[config.mk]
export PLATFORM = sky130hd
export DESIGN_NAME = bicubic_mac4_pipe_flat
export DESIGN_NICKNAME = d
export VERILOG_FILES = /design/src/rtl/bicubic_mac4_pipe_if.sv /design/src/rtl/bicubic_mac4_pipe.sv /design/src/flat_wrapper.sv
export SDC_FILE = /design/constraint.sdc
export NUM_CORES = 2
export LEC_CHECK = 0
export CAP_MARGIN = 20
export CORE_UTILIZATION = 45
export CTS_CLUSTER_DIAMETER = 40
export CTS_CLUSTER_SIZE = 12
export DETAILED_ROUTE_END_ITERATION = 16
export GPL_ROUTABILITY_DRIVEN = 0
export GPL_TIMING_DRIVEN = 0
export PLACE_DENSITY = 0.64
export RECOVER_POWER = 25
export SLEW_MARGIN = 20
export SYNTH_ARGS = -nofsm -noshare
export SYNTH_HDL_FRONTEND = slang
export SYNTH_SLANG_ARGS = --single-unit
export TNS_END_PERCENT = 10
[constraint.sdc]
create_clock -name clk -period 6.8 [get_ports clk]
set_input_delay 1.7 -clock clk [delete_from_list [all_inputs] [get_ports clk]]
set_output_delay 1.7 -clock clk [all_outputs]
set_load 0.005 [all_outputs]
[src/rtl/bicubic_mac4_pipe_if.sv]
// Handshake bundle for the 4-tap bicubic MAC pipeline: tap-row input side and result output side.
interface bicubic_mac4_pipe_if #(
  parameter int PIXEL_W = 8,
  parameter int CH      = 3
);
  logic                      in_valid;
  logic                      in_ready;
  logic [11:0]               in_wcode;
  logic [3:0]                in_wsign;
  logic [CH*4*PIXEL_W-1:0]   in_pixel;
  logic                      out_valid;
  logic                      out_ready;
  logic [CH*PIXEL_W-1:0]     out_pixel;
  logic [CH-1:0]             out_sat;

  modport master (
    output in_valid, in_wcode, in_wsign, in_pixel, out_ready,
    input  in_ready, out_valid, out_pixel, out_sat
  );

  modport slave (
    input  in_valid, in_wcode, in_wsign, in_pixel, out_ready,
    output in_ready, out_valid, out_pixel, out_sat
  );
endinterface

[src/rtl/bicubic_mac4_pipe.sv]
// 3-stage 4-tap bicubic multiply-accumulate: exact shift-add products, signed tap sum,
// then round/shift/clamp to an unsigned pixel per channel, with valid/ready on both sides.
module bicubic_mac4_pipe #(
  parameter int PIXEL_W  = 8,
  parameter int CH       = 3,
  parameter bit ROUND_EN = 1'b1
) (
  input logic                clk,
  input logic                rst,
  bicubic_mac4_pipe_if.slave bus
);
  localparam int PROD_W = PIXEL_W + 8;
  localparam int SUM_W  = PIXEL_W + 11;
  localparam int SHR_W  = SUM_W - 7;
  localparam logic [SUM_W-1:0]   RND_ADD = SUM_W'(ROUND_EN ? 64 : 0);
  localparam logic [PIXEL_W-1:0] PIX_MAX = '1;

  // Weight is x/128; each code expands to a fixed shift-add network.
  function automatic logic [PROD_W-1:0] wmul(input logic [PIXEL_W-1:0] pix,
                                             input logic [2:0]         code);
    logic [PROD_W-1:0] p;
    p = PROD_W'(pix);
    case (code)
      3'd0:    wmul = '0;
      3'd1:    wmul = (p << 1) + p;
      3'd2:    wmul = p << 3;
      3'd3:    wmul = (p << 3) + p;
      3'd4:    wmul = (p << 4) + (p << 3) + (p << 2) + p;
      3'd5:    wmul = (p << 6) + (p << 3);
      3'd6:    wmul = (p << 7) - (p << 4) - p;
      default: wmul = p << 7;
    endcase
  endfunction

  logic v_p_q, v_p_d;
  logic v_s_q, v_s_d;
  logic v_r_q, v_r_d;
  logic rdy_p, rdy_s, rdy_r;
  logic ld_p, ld_s, ld_r;

  logic [PROD_W-1:0]     prod_q [CH][4];
  logic [PROD_W-1:0]     prod_d [CH][4];
  logic [3:0]            neg_q  [CH];
  logic [3:0]            neg_d  [CH];
  logic [SUM_W-1:0]      sum_q  [CH];
  logic [SUM_W-1:0]      sum_d  [CH];
  logic [CH*PIXEL_W-1:0] out_pixel_q, out_pixel_d;
  logic [CH-1:0]         out_sat_q, out_sat_d;

  // A stage may load when empty or when the stage after it is taking its content.
  always_comb begin
    rdy_r = ~v_r_q | bus.out_ready;
    rdy_s = ~v_s_q | rdy_r;
    rdy_p = ~v_p_q | rdy_s;
    ld_p  = rdy_p & bus.in_valid;
    ld_s  = rdy_s & v_p_q;
    ld_r  = rdy_r & v_s_q;
    v_p_d = rdy_p ? bus.in_valid : v_p_q;
    v_s_d = rdy_s ? v_p_q : v_s_q;
    v_r_d = rdy_r ? v_s_q : v_r_q;
  end

  assign bus.in_ready  = rdy_p;
  assign bus.out_valid = v_r_q;
  assign bus.out_pixel = out_pixel_q;
  assign bus.out_sat   = out_sat_q;

  always_ff @(posedge clk or posedge rst) begin
    if (rst) begin
      v_p_q <= 1'b0;
      v_s_q <= 1'b0;
      v_r_q <= 1'b0;
    end else begin
      v_p_q <= v_p_d;
      v_s_q <= v_s_d;
      v_r_q <= v_r_d;
    end
  end

  // Stage P: exact unsigned product and effective sign per channel/tap.
  always_comb begin
    logic [PIXEL_W-1:0] pix;
    logic [2:0]         code;
    for (int c = 0; c < CH; c++) begin
      neg_d[c] = neg_q[c];
      for (int k = 0; k < 4; k++) begin
        pix          = bus.in_pixel[(4*c+k)*PIXEL_W +: PIXEL_W];
        code         = bus.in_wcode[3*k +: 3];
        prod_d[c][k] = prod_q[c][k];
        if (ld_p) begin
          prod_d[c][k] = wmul(pix, code);
          neg_d[c][k]  = bus.in_wsign[k] & (code != 3'd0) & (pix != '0);
        end
      end
    end
  end

  // Stage S: two's-complement tap sum; width leaves headroom for 4 x full-scale.
  always_comb begin
    logic [SUM_W-1:0] acc;
    logic [SUM_W-1:0] term;
    for (int c = 0; c < CH; c++) begin
      acc = '0;
      for (int k = 0; k < 4; k++) begin
        term = SUM_W'(prod_q[c][k]);
        acc  = neg_q[c][k] ? (acc - term) : (acc + term);
      end
      sum_d[c] = ld_s ? acc : sum_q[c];
    end
  end

  always_ff @(posedge clk) begin
    prod_q <= prod_d;
    neg_q  <= neg_d;
    sum_q  <= sum_d;
  end

  // Stage R: optional half-up rounding, floor shift by 7, clamp to [0, PIX_MAX].
  always_comb begin
    logic [SUM_W-1:0] rnd;
    logic [SHR_W-1:0] shr;
    out_pixel_d = out_pixel_q;
    out_sat_d   = out_sat_q;
    for (int c = 0; c < CH; c++) begin
      rnd = sum_q[c] + RND_ADD;
      shr = rnd[SUM_W-1:7];
      if (ld_r) begin
        if (shr[SHR_W-1]) begin
          out_pixel_d[c*PIXEL_W +: PIXEL_W] = '0;
          out_sat_d[c]                      = 1'b1;
        end else if (|shr[SHR_W-2:PIXEL_W]) begin
          out_pixel_d[c*PIXEL_W +: PIXEL_W] = PIX_MAX;
          out_sat_d[c]                      = 1'b1;
        end else begin
          out_pixel_d[c*PIXEL_W +: PIXEL_W] = shr[PIXEL_W-1:0];
          out_sat_d[c]                      = 1'b0;
        end
      end
    end
  end

  always_ff @(posedge clk or posedge rst) begin
    if (rst) begin
      out_pixel_q <= '0;
      out_sat_q   <= '0;
    end else begin
      out_pixel_q <= out_pixel_d;
      out_sat_q   <= out_sat_d;
    end
  end
endmodule

[src/flat_wrapper.sv]
// flat-port wrapper written by rule: the top's interface ports become plain ports
module bicubic_mac4_pipe_flat 
#(
  parameter int PIXEL_W  = 8,
  parameter int CH       = 3,
  parameter bit ROUND_EN = 1'b1
)
  (clk, rst, bus_in_valid, bus_in_wcode, bus_in_wsign, bus_in_pixel, bus_out_ready, bus_in_ready, bus_out_valid, bus_out_pixel, bus_out_sat);
  bicubic_mac4_pipe_if #(.PIXEL_W(PIXEL_W), .CH(CH)) bus_i ();
  input logic clk;
  input logic rst;
  input wire logic [$bits(bus_i.in_valid)-1:0] bus_in_valid;
  input wire logic [$bits(bus_i.in_wcode)-1:0] bus_in_wcode;
  input wire logic [$bits(bus_i.in_wsign)-1:0] bus_in_wsign;
  input wire logic [$bits(bus_i.in_pixel)-1:0] bus_in_pixel;
  input wire logic [$bits(bus_i.out_ready)-1:0] bus_out_ready;
  output wire logic [$bits(bus_i.in_ready)-1:0] bus_in_ready;
  output wire logic [$bits(bus_i.out_valid)-1:0] bus_out_valid;
  output wire logic [$bits(bus_i.out_pixel)-1:0] bus_out_pixel;
  output wire logic [$bits(bus_i.out_sat)-1:0] bus_out_sat;
  assign bus_i.in_valid = bus_in_valid;
  assign bus_i.in_wcode = bus_in_wcode;
  assign bus_i.in_wsign = bus_in_wsign;
  assign bus_i.in_pixel = bus_in_pixel;
  assign bus_i.out_ready = bus_out_ready;
  assign bus_in_ready = bus_i.in_ready;
  assign bus_out_valid = bus_i.out_valid;
  assign bus_out_pixel = bus_i.out_pixel;
  assign bus_out_sat = bus_i.out_sat;
  bicubic_mac4_pipe #(.PIXEL_W(PIXEL_W), .CH(CH), .ROUND_EN(ROUND_EN)) u_core (.clk(clk), .rst(rst), .bus(bus_i));
endmodule
==> impl_metrics.csv <==
group,metric,value,unit
run_status,status,"finished with violations",
run_status,violations,"max-capacitance violations, max-slew violations",
sta,final_hold_viol_count,0,
floorplanning,fp.dieH,318.5,um
detailed_routing,wl,145300,um
layout,finish.instance_area,49750,um2
yosys,synth_area,45070,um2
floorplanning,start_util,45.59,%
yosys,async_flop_share,10.99,%
place,placed_cell_area,48240,um2
yosys,ys_types,88,
yosys,synth_nets,6380,
clock_tree,cts_max_level,2,
setup_path,path_delay_family,"compound AO/OA/AOI/OAI gates",
sta,finalCriticalPeriod,6.321,ns
clock_tree,insertion_delay,0.59,ns
floorplanning,io_pins,145,
place,dp_worst_setup_slack,0.2365,ns
clock_tree,cts_buffers,43,
power_and_ir_drop,power,16040,uW
yosys,yosysSeqAreaShare,17.86,%
sta,finalCritPeriodShare,92.96,%
detailed_routing,dr.max_layer_used,"met5",
setup_path,slowest_delay,0.48,ns
clock_tree,cts_tree,"yes",
yosys,synth_top_area_cell,"ha_1",
setup_path,crit_path_top_delay_cell,"nor4_1",
floorplanning,core,98850,um2
detailed_routing,ant_nets,0,
sta,setup_tns,0,ns
global_routing,antenna_found_initial,5,
sta,tightestPinTransition,3.094,ns
clock_tree,clock_path_buffers,3,
place,port-buffer-count,141,
yosys,yosysWarnings,0,
yosys,avgSynthCellArea,8.309,um2
yosys,synth_cells,5424,
layout,nNetsFinal,6571,
yosys,synth_flop_cell,"edfxtp_1",
sta,rsz0062_at_grt,"yes",
sta,maxSlewViolCount,80,
setup_path,cp_data_required_time,7.14,ns
global_routing,track_usage,27.94,%
setup_path,critPathKind,"reg -> reg",
clock_tree,cts.sinks,273,
detailed_routing,dr.pass1.iters,7,
detailed_routing,route.detailed.drc,0,
floorplanning,die-area,101400,um2
setup_path,critPathArrivalTime,6.66,ns
floorplanning,dieWidth,318.5,um
setup_path,startpoint_type,"flip-flop",
setup_path,cp_num_buf_inv,0,
detailed_routing,vias,42310,
detailed_routing,drt-met1-wl,62020,um
yosys,yosys_register_bits,273,
setup_path,cpMostUsedCell,"a21o_1",
sta,max_freq,158.2,MHz
global_routing,grt_pass1_wl,225800,um
detailed_routing,wire_per_inst,20.94,um
yosys,synth-edff-count,243,
global_routing,grt_pass1_vias,40270,
global_routing,overflow,0,
global_routing,grt_max_degree,54,
power_and_ir_drop,peakVddDrop,288.4,uV
detailed_routing,wl_met3,12750,um
sta,skew,0.01940,ns
min_path,min_path_type,"reg -> reg",
layout,drive_gt1_share,2.124,%
detailed_routing,met2_length,64340,um
flow_run,drv_cap,2,
sta,whs,0.5008,ns
detailed_routing,first_iter_violations,4368,
setup_path,crit_path_max_fanout,5,
sta,fin_ws,0.4789,ns
power_and_ir_drop,leakage,0.02145,uW
sta,slew_headroom,-106.3,%
yosys,synth_top_cell_area_share,20.16,%
floorplanning,core.rowCount,115,
sta,setup_violations,0,
layout,final_cell_mix,"726 x ha_1, 529 x nor2_1, 528 x xnor2_1",
layout,syn_to_final_growth,10.39,%
layout,final_common_cell,"ha_1",
detailed_routing,via_per_inst,6.096,
place,dp_hpwl,116800,um
power_and_ir_drop,power.density,322.4,nW/um2
clock_tree,clkTransAtPathRegs,0.05,ns
clock_tree,cts_root_buf,"clkbuf_16",
setup_path,worstSetupEndpointType,"flip-flop",
yosys,synthTopCellsByArea,"ha_1 20%, edfxtp_1 16%, xnor2_1 10%, a21oi_1 5.1%, fa_1 5.1%",
[area by class of cell]
class / count / area (um2)
multi-input cells: 4484 / 34550
well taps: 1287 / 1610
fillers: 9331 / 49100
diodes: 4 / 10.01
clock buffers: 46 / 1097
flip-flops and latches: 273 / 8048
plain buffers: 138 / 535.5
clock inverters: 34 / 427.9
repair buffers: 146 / 1486
inverters: 529 / 1986
[kinds of logic (layout without fill, tap and decap cells)]
logic type | Yosys count | in the layout | share of synthesized area, %
XOR/XNOR | 640 | 640 | 12.55
buffers and inverters | 667 | 893 | 5.586
other | 0 | 4 | 0
adder cells (fa/ha/maj) | 840 | 840 | 25.22
flip-flops | 273 | 273 | 17.86
AO/OA/AOI/OAI | 1652 | 1652 | 24.08
multiplexers | 67 | 67 | 1.535
AND/OR/NAND/NOR | 1285 | 1285 | 13.17
[worst register-to-register path, delay by kind of cell (launching register included)]
kind,cells,cell delay [ns]
flops,1,0.46
simple gates,7,1.13
fa+ha+maj,3,0.97
xor+xnor,5,0.94
compound gates,12,2.55
[power by group]
part / switching (uW) / internal (uW)
clock network: 882 / 1410
logic: 6100 / 4750
registers: 325 / 2580
total: 7300 / 8740
[registers in the layout, indices dropped and copies added, names as in the netlist]
register              count
u_core.bus.out_pixel     24
u_core.bus.out_sat        3
u_core.bus.out_valid      1
u_core.neg_q             12
u_core.prod_q           192
u_core.sum_q             39
u_core.v_p_q              1
u_core.v_s_q              1
[what timing repair did]
item                       CTS  global route
setup endpoints to repair    0             3
setup buffers                0             0
resized for setup            0             9
hold buffers                 0             0
[final timing paths]
| kind | from | end | slack (ns) | cells past startpoint |
|---|---|---|---|---|
| setup / recovery | u_core.prod_q[101]$_DFFE_PP_ | u_core.sum_q[37]$_DFFE_PP_ | 0.48 | 27 |
| hold / removal | u_core.bus.out_pixel[17]$_DFFE_PP0P_ | u_core.bus.out_pixel[17]$_DFFE_PP0P_ | 0.50 | 1 |
| setup reg to reg | u_core.prod_q[101]$_DFFE_PP_ | u_core.sum_q[37]$_DFFE_PP_ | 0.48 | 27 |
| hold reg to reg | u_core.bus.out_pixel[17]$_DFFE_PP0P_ | u_core.bus.out_pixel[17]$_DFFE_PP0P_ | 0.50 | 1 |
| max in group asynchronous | rst | u_core.bus.out_pixel[18]$_DFFE_PP0P_ | 3.98 | 2 |
| min in group asynchronous | rst | u_core.bus.out_sat[0]$_DFFE_PP0P_ | 1.96 | 2 |
[routing by layer]
layer,track usage (%),up-vias
met5,0,-
met4,10.75,6
met3,3.835,388
met2,44.75,1974
met1,37.95,19860
li1,-,20080
[metrics by stage]
stage,util [%],std cells
floorplan,-,5424
global placement,48.65,6852
detailed placement,48.80,6857
CTS,50.35,6937
global route,50.32,6937
finish,50.33,6941
[synthesized netlist by cell type, drive strengths merged, types with 54 or more instances]
cell,number
nor2,530
xnor2,529
o21ai,314
o21a,68
inv,527
edfxtp,243
a21o,111
a31oi,67
a21oi,461
nor2b,71
clkbuf,121
nand2,277
o21bai,97
nand3,54
a221oi,107
fa,114
nor3,115
ha,726
mux2i,59
xor2,108
Power figures use the tool's default switching activity.
